<file path="config.mk">
export PLATFORM = sky130hd
export DESIGN_NAME = sync_fifo_wr_arbiter
export DESIGN_NICKNAME = d
export VERILOG_FILES = /design/src/rtl/sync_fifo_wr_arbiter.sv
export SDC_FILE = /design/constraint.sdc
export NUM_CORES = 1
export LEC_CHECK = 0
export BUFFER_PORTS_ARGS = -buffer_cell sky130_fd_sc_hd__buf_2
export CORE_MARGIN = 1.5
export CORE_UTILIZATION = 45
export CTS_CLUSTER_SIZE = 20
export DETAILED_ROUTE_END_ITERATION = 8
export HOLD_SLACK_MARGIN = 0.15
export PLACE_DENSITY = 0.87
export SYNTH_ARGS = -nofsm -noshare
export SYNTH_HDL_FRONTEND = slang
export SYNTH_SLANG_ARGS = --single-unit
</file>
<file path="constraint.sdc">
create_clock -name clk -period 4.63 [get_ports clk]
set_input_delay 0.6945 -clock clk [delete_from_list [all_inputs] [get_ports clk]]
set_output_delay 0.6945 -clock clk [all_outputs]
set_load 0.02 [all_outputs]
</file>
<file path="src/rtl/sync_fifo_wr_arbiter.sv">
// sync_fifo_wr_arbiter: round-robin arbiter that lets NUM_REQ producers share
// one synchronous FIFO write port. The write strobe and word are registered.
// A local credit counter (level) keeps the FIFO from being overrun.
// Optional feature macro: FIFO_ARB_BURST_EN. When it is defined, the current
// holder keeps priority for up to BURST_LEN consecutive grants.
module sync_fifo_wr_arbiter #(
    parameter int NUM_REQ    = 4,
    parameter int DATA_WIDTH = 8,
    parameter int DEPTH      = 8,
    parameter int ADDR_WIDTH = 3,
    parameter int BURST_LEN  = 4
) (
    input  logic                          clk,
    input  logic                          rst,
    input  logic [NUM_REQ-1:0]            req,
    input  logic [NUM_REQ*DATA_WIDTH-1:0] req_data,
    output logic [NUM_REQ-1:0]            gnt,
    output logic                          fifo_w_en,
    output logic [DATA_WIDTH-1:0]         fifo_data_in,
    input  logic                          fifo_full,
    input  logic                          fifo_empty,
    input  logic                          fifo_r_en,
    output logic [ADDR_WIDTH:0]           level
);
    localparam int                  PW       = (NUM_REQ > 1) ? $clog2(NUM_REQ) : 1;
    localparam logic [PW-1:0]       LAST     = PW'(NUM_REQ - 1);
    localparam logic [PW:0]         NREQ_W   = (PW+1)'(NUM_REQ);
    localparam logic [ADDR_WIDTH:0] FULL_LVL = (ADDR_WIDTH+1)'(DEPTH);

    // Elaboration-time sanity check on the parameter set.
    if (NUM_REQ < 2 || NUM_REQ > 8 || BURST_LEN < 1 || DEPTH != (1 << ADDR_WIDTH)) begin : g_param_check
        $error("sync_fifo_wr_arbiter: illegal parameter combination");
    end

    logic [NUM_REQ-1:0][DATA_WIDTH-1:0] words;
    logic [2*NUM_REQ-1:0]               req_rot;
    logic [PW-1:0]                      ptr, ptr_nxt, win_off, win_idx, win_inc;
    logic [PW:0]                        win_sum, win_wrap;
    logic                               win_found, can_grant, accept, rd;
    logic [ADDR_WIDTH:0]                level_nxt;

    assign words   = req_data;
    // Rotate so that bit 0 is the requester at ptr; the lowest set bit wins.
    assign req_rot = {req, req} >> ptr;

    // A same-cycle read is deliberately not counted as a free slot.
    assign can_grant = rst && (level < FULL_LVL) && !fifo_full;
    assign rd        = fifo_r_en && !fifo_empty;
    assign accept    = can_grant && win_found;

    // Find the first requesting offset from ptr (search from high to low so the lowest wins).
    always_comb begin
        win_found = 1'b0;
        win_off   = '0;
        for (int k = NUM_REQ - 1; k >= 0; k--) begin
            if (req_rot[k]) begin
                win_found = 1'b1;
                win_off   = PW'(k);
            end
        end
    end

    // Map the rotated offset back to an absolute requester index.
    always_comb begin
        win_sum  = {1'b0, ptr} + {1'b0, win_off};
        win_wrap = win_sum - NREQ_W;
        win_idx  = (win_sum >= NREQ_W) ? win_wrap[PW-1:0] : win_sum[PW-1:0];
        win_inc  = (win_idx == LAST) ? '0 : win_idx + 1'b1;
    end

    // One-hot grant, forced to zero by reset or lack of credit.
    always_comb begin
        gnt = '0;
        if (accept) gnt[win_idx] = 1'b1;
    end

`ifdef FIFO_ARB_BURST_EN
    localparam int            CW = $clog2(BURST_LEN + 1);
    localparam logic [CW-1:0] BL = CW'(BURST_LEN);

    logic [CW-1:0] bcnt, bcnt_run, bcnt_nxt;

    // The holder keeps ptr until its run reaches BURST_LEN. If a different
    // requester wins, the holder dropped req, so a fresh run starts. With no
    // grant (credit stall or idle), the pointer and the count hold.
    always_comb begin
        ptr_nxt  = ptr;
        bcnt_nxt = bcnt;
        bcnt_run = ((win_idx == ptr) ? bcnt : '0) + 1'b1;
        if (accept) begin
            if (bcnt_run >= BL) begin
                ptr_nxt  = win_inc;
                bcnt_nxt = '0;
            end else begin
                ptr_nxt  = win_idx;
                bcnt_nxt = bcnt_run;
            end
        end
    end

    // Burst run-length register.
    always_ff @(posedge clk) begin
        if (!rst) bcnt <= '0;
        else      bcnt <= bcnt_nxt;
    end
`else
    // Plain round-robin: after every grant, move ptr just past the winner.
    always_comb begin
        ptr_nxt = ptr;
        if (accept) ptr_nxt = win_inc;
    end
`endif

    // Credit count: +1 per grant, -1 per real read, unchanged when both occur.
    always_comb begin
        level_nxt = level;
        if (accept && !rd)                       level_nxt = level + 1'b1;
        else if (!accept && rd && level != '0)   level_nxt = level - 1'b1;
    end

    // Registered write port, credit counter and priority pointer.
    always_ff @(posedge clk) begin
        if (!rst) begin
            fifo_w_en    <= 1'b0;
            fifo_data_in <= '0;
            level        <= '0;
            ptr          <= '0;
        end else begin
            fifo_w_en <= accept;
            if (accept) fifo_data_in <= words[win_idx];
            level <= level_nxt;
            ptr   <= ptr_nxt;
        end
    end
endmodule
</file>
==> results of run 1 <==
path summary, 6_finish.rpt:
kind / start / slack (ns) / to / depth (start not counted)
max: req[3] / 1.36 / gnt[0] / 11
min reg2reg: fifo_data_in[4]$_SDFFE_PN0P_ / 0.49 / fifo_data_in[4]$_SDFFE_PN0P_ / 1
min: fifo_data_in[4]$_SDFFE_PN0P_ / 0.49 / fifo_data_in[4]$_SDFFE_PN0P_ / 1
max reg2reg: level[3]$_SDFFE_PN0P_ / 2.07 / level[3]$_SDFFE_PN0P_ / 9
sequential cells by signal, indices dropped and copies added (netlist names):
signal / count
fifo_w_en: 1
fifo_data_in: 8
level: 4
ptr: 2
stage by stage:
step	total power, mW	utilization, %
after global routing	0.9131	60.47
after detailed placement	0.7698	59.44
after CTS	0.8486	60.47
after global placement	0.7442	59.44
after floorplan	0.6483	-
final	0.8465	60.47
power breakdown:
group	switching (mW)	total, mW	internal, mW
Combinational	0.306	0.546	0.240
Clock	0.0457	0.0793	0.0336
Sequential	0.0428	0.221	0.179
cells by family (layout without fill, tap and decap cells):
group | count (synthesis) | count (layout)
AOI/OAI and AO/OA | 36 | 36
and+or+nand+nor | 36 | 36
muxes | 19 | 19
DFF | 15 | 15
buffers and inverters | 15 | 66
adders and majority gates | 8 | 8
xor gates and xnor gates | 5 | 5
layout make-up:
type,instances,area (sq um)
inverter,4,15.01
clock buffer,4,26.28
sequential,15,300.3
multi-input combinational,104,867.1
fill,234,1006
timing repair buffer,58,292.8
tap,30,37.54
worst max-delay path: stages:
cell	delay [ns]
buf_2	0.15
inv_1	0.10
o311a_1	0.33
o211ai_1	0.19
ha_1	0.19
xnor2_1	0.17
xnor2_1	0.20
inv_1	0.10
ha_1	0.18
and2_1	0.12
buf_2	0.15
per-layer routing:
layer	vias up	track usage, %	share of wire [%]
li1	621	-	-
met1	558	22.57	40
met2	55	38.61	53
met3	4	5.814	6.4
met4	0	7.317	1.1
met5	-	0	0
placed cells by master, fill, tap and decap left out, drive strengths merged, types with 3 or more instances in the layout:
master  netlist  layout
a22o          8       8
and2          6       6
buf           8      58
clkbuf        3       4
dfxtp        15      15
ha            7       7
inv           4       4
mux2i        19      19
nand2         3       3
nor2         11      11
nor2b         5       5
o221ai       16      16
xnor2         4       4
==> flow_summary_export.csv, run 1 <==
group,metric,value,unit
run_status,status,"finished clean",
clock_tree,tritoncts,"done",
clock_tree,clk_pin_slew,0.10,ns
sta,setup_viol,0,
worst_setup_path,crit_fanout,5,
routing,final_antenna_net_count,0,
pwr,power_leakage,0.7505,nW
finish,layout.nets,235,
finish,areaGrowthSynthToFinish,23.37,%
placement,pre_cts_ws,1.341,ns
yosys,synth-xor-area-share,3.511,%
global_routing,grt_pass1_wl,5264,um
finish,final_area,1539,sq um
clock_tree,clock_path_buffers,2,
clock_tree,cts-root-buf,"clkbuf_4",
yosys,ys_seq_area_share,24.07,%
global_routing,antenna_found_initial,0,
die,initial_utilization,49.02,%
global_routing,grt_overflow_total,0,
placement,gp_congestion,0.7790,
routing,num_vias,1238,
global_routing,grtUsageTotal,20.91,%
worst_setup_path,cp-end-kind,"output pin",
sta,finalCriticalPeriod,3.275,ns
sta,slew_headroom,51.24,%
routing,wirelength,3146,um
finish,diodes,0,
yosys,async_flop_share,0,%
yosys,synth_top_family_by_area,"compound AO/OA/AOI/OAI gates",
routing,dr.pass1.iters,4,
yosys,syn_inst,134,
clock_tree,hold_buffers,0,
finish,drive_gt1_share,34.59,%
clock_tree,clock_latency,0.30,ns
yosys,synth_seq_cells,15,
die,die_h,55.65,um
routing,route.detailed.drc,0,
routing,viasPerCell,5.758,
yosys,synthTopCellsByCount,"19 x mux2i_1, 16 x o221ai_1, 15 x dfxtp_1",
die,die_area,3097,sq um
sta,rsz0062_at_grt,"no",
yosys,ys.flop_type,"dfxtp_1",
pwr,power_density,550.0,nW/um^2
yosys,synth.mux.area_fraction,15.25,%
yosys,yosys-top-cells-area,"dfxtp_1 24%, mux2i_1 15%, o221ai_1 11%",
routing,drt_iter0_drc,39,
worst_setup_path,crit_type,"in2out",
placement,placedInstanceArea,1513,sq um
yosys,synth_top_area_share,24.07,%
clock_tree,ctsResizeCount,0,
clock_tree,post_cts_buffers,0,
yosys,yosys_warnings,0,
sta,slew_viol_final,0,
sta,whs,0.4859,ns
worst_setup_path,arrival,2.58,ns
worst_setup_path,required,3.94,ns
global_routing,grt_max_degree,21,
yosys,netlist_area,1247,sq um
worst_setup_path,crit_path_start_kind,"input port",
flow_run,maxCapViolations,0,
sta,fin_ws,1.355,ns
yosys,yosysUniqueCellTypes,37,
die,fp-row-count,18,
yosys,synth-edff-count,0,
yosys,avgSynthCellArea,9.309,sq um
die,core-area,2545,sq um
placement,dp_hpwl,2467,um
global_routing,grt_pass1_vias,1250,
clock_tree,h-tree-depth,1,
routing,wire_per_inst,14.63,um
placement,numPlacedInstances,211,
finish,fin_cells,215,
sta,fmax,305.4,MHz
placement,port_buffers,57,
yosys,synth_top_area_cell,"dfxtp_1",
yosys,synthAdderAreaFrac,8.626,%
pwr,ir_drop,0.3383,mV
yosys,syn_nets,183,
die,io_pins,58,
sta,fin_setup_tns,0,ns
yosys,synth_simple_gate_area_share,17.45,%
sta,period_share,70.73,%
min_path,hold_path_class,"reg2reg",
sta,finClkSkew,0.009712,ns
clock_tree,cts_made_buffers,3,
sta,hold_viol,0,
yosys,synth_most_common_cell,"mux2i_1",
clock_tree,cts_sinks,15,
yosys,synth_compound_area_share,24.67,%
die,fp.dieW,55.65,um
sta,tightestPinTransition,0.7314,ns
No activity file was read; power rests on OpenSTA's default activity.
==> run 2: changes to the inputs <==
Clock period 4.63 ns to 3.2 ns, I/O delays scaled along.
==> run 2 against run 1 <==
Against the previous run: die area unchanged; critical endpoint is now gnt[1]; final area increased by 0.57%; non-clock buffer count is 1 higher; total power grew 46%.
==> flow_summary_export.csv, run 2 (synthesis gave the netlist of run 1 again) <==
group,metric,value,unit
finish,final_area,1548,sq um
finish,areaGrowthSynthToFinish,24.07,%
placement,port_buffers,57,
die,initial_utilization,49.02,%
clock_tree,h-tree-depth,1,
worst_setup_path,cp-end-kind,"output pin",
sta,rsz0062_at_grt,"no",
pwr,power_density,800.6,nW/um^2
sta,tightestPinTransition,0.7590,ns
clock_tree,cts-root-buf,"clkbuf_4",
clock_tree,clk_pin_slew,0.09,ns
finish,layout.nets,236,
clock_tree,cts_made_buffers,3,
global_routing,grtUsageMet3,6.279,%
clock_tree,post_cts_buffers,0,
global_routing,grt_pass1_wl,5161,um
sta,slew_viol_final,0,
run_status,status,"finished clean",
sta,hold_viol,0,
global_routing,grt_pass1_vias,1183,
routing,drt_iter0_drc,41,
routing,num_vias,1283,
sta,whs,0.4850,ns
pwr,ir_drop,0.5275,mV
worst_setup_path,arrival,2.48,ns
finish,drive_gt1_share,35.48,%
finish,final_common_cell,"buf_2",
worst_setup_path,r2r_slack,0.63,ns
sta,fin_ws,0.2368,ns
routing,route.detailed.drc,0,
worst_setup_path,r2r_cells,9,
worst_setup_path,endpoint,"gnt[1]",
pwr,power.total,1.239,mW
clock_tree,ctsResizeCount,0,
finish,final_cell_mix,"57 x buf_2, 19 x mux2i_1, 16 x o221ai_1",
global_routing,grtUsageTotal,20.75,%
finish,n_fill_cell,232,
die,core-area,2545,sq um
worst_setup_path,critPathLaunch,"ptr[0]$_SDFFE_PN0P_",
worst_setup_path,required,2.72,ns
placement,placedInstanceArea,1520,sq um
sta,finClkSkew,0.0004812,ns
global_routing,met1_usage,23.67,%
flow_run,maxCapViolations,0,
worst_setup_path,timing.rr.start,"level[3]$_SDFFE_PN0P_",
die,fp-row-count,18,
die,die_h,55.65,um
finish,fin_util,60.82,%
die,die_area,3097,sq um
min_path,hold_path_class,"reg2reg",
worst_setup_path,crit_fanout,12,
finish,reg_top3,"fifo_data_in (8), level (4), ptr (2)",
finish,largest_register_ffs,8,
finish,top_register,"fifo_data_in",
placement,gp_congestion,0.7427,
clock_tree,clock_latency,0.29,ns
routing,wirelength,3204,um
clock_tree,tritoncts,"done",
die,fp.dieW,55.65,um
worst_setup_path,crit_path_start_kind,"flop",
placement,pre_cts_ws,0.2877,ns
routing,viasPerCell,5.940,
die,io_pins,58,
sta,slew_headroom,49.40,%
placement,dp_hpwl,2527,um
clock_tree,hold_buffers,0,
sta,period_share,92.60,%
sta,fmax,337.5,MHz
global_routing,grt_overflow_total,0,
sta,fin_setup_tns,0,ns
pwr,power_leakage,0.7561,nW
routing,final_antenna_net_count,0,
finish,diodes,0,
global_routing,busiest_layer,"met2",
routing,dr.pass1.iters,4,
worst_setup_path,r2r-end,"level[3]$_SDFFE_PN0P_",
placement,numPlacedInstances,212,
clock_tree,cts_sinks,15,
finish,fin_cells,216,
sta,finalCriticalPeriod,2.963,ns
clock_tree,clock_path_buffers,2,
global_routing,grt_max_degree,18,
sta,setup_viol,0,
global_routing,antenna_found_initial,0,
routing,wire_per_inst,14.83,um
worst_setup_path,crit_type,"reg2out",
global_routing,met2_usage,36.22,%
==> run 2: metal layers <==
metal | up-vias | wire length (um)
met5 | - | 0
met4 | 0 | 63
met3 | 8 | 233
met2 | 58 | 1637
met1 | 593 | 1269
li1 | 624 | -
==> run 2: area by class of cell <==
type	instances	area, sq um	area share, %
well taps	30	37.54	2.425
repair buffers	59	300.3	19.40
flip-flops and latches	15	301.5	19.48
clock buffers	4	26.28	1.698
multi-input cells	104	867.1	56.02
inverters	4	15.01	0.9701
==> run 2: critical path, stage by stage (launching register included) <==
cell and delay (ns):
dfxtp_2 0.45, nor2_1 0.08, a221oi_1 0.33, o211ai_1 0.12, ha_1 0.20, xnor2_1 0.26, xnor2_1 0.21, inv_1 0.09
ha_1 0.18, and2_1 0.13, buf_2 0.15
==> run 2: worst min path at each step <==
stage	start	end	slack, ns	cells past startpoint
after floorplan	ptr[1]$_SDFFE_PN0P_	ptr[1]$_SDFFE_PN0P_	0.60	3
after global placement	fifo_data_in[7]$_SDFFE_PN0P_	fifo_data_in[7]$_SDFFE_PN0P_	0.46	1
after detailed placement	fifo_data_in[7]$_SDFFE_PN0P_	fifo_data_in[7]$_SDFFE_PN0P_	0.47	1
after CTS	rst	level[3]$_SDFFE_PN0P_	0.49	2
after global routing	rst	level[3]$_SDFFE_PN0P_	0.49	2
final	fifo_data_in[4]$_SDFFE_PN0P_	fifo_data_in[4]$_SDFFE_PN0P_	0.48	1
==> run 2: report_power, final <==
part	switching (mW)	internal (mW)	leakage [nW]
Clock	0.0632	0.0485	0.0150
Sequential	0.0635	0.259	0.125
Combinational	0.449	0.356	0.616
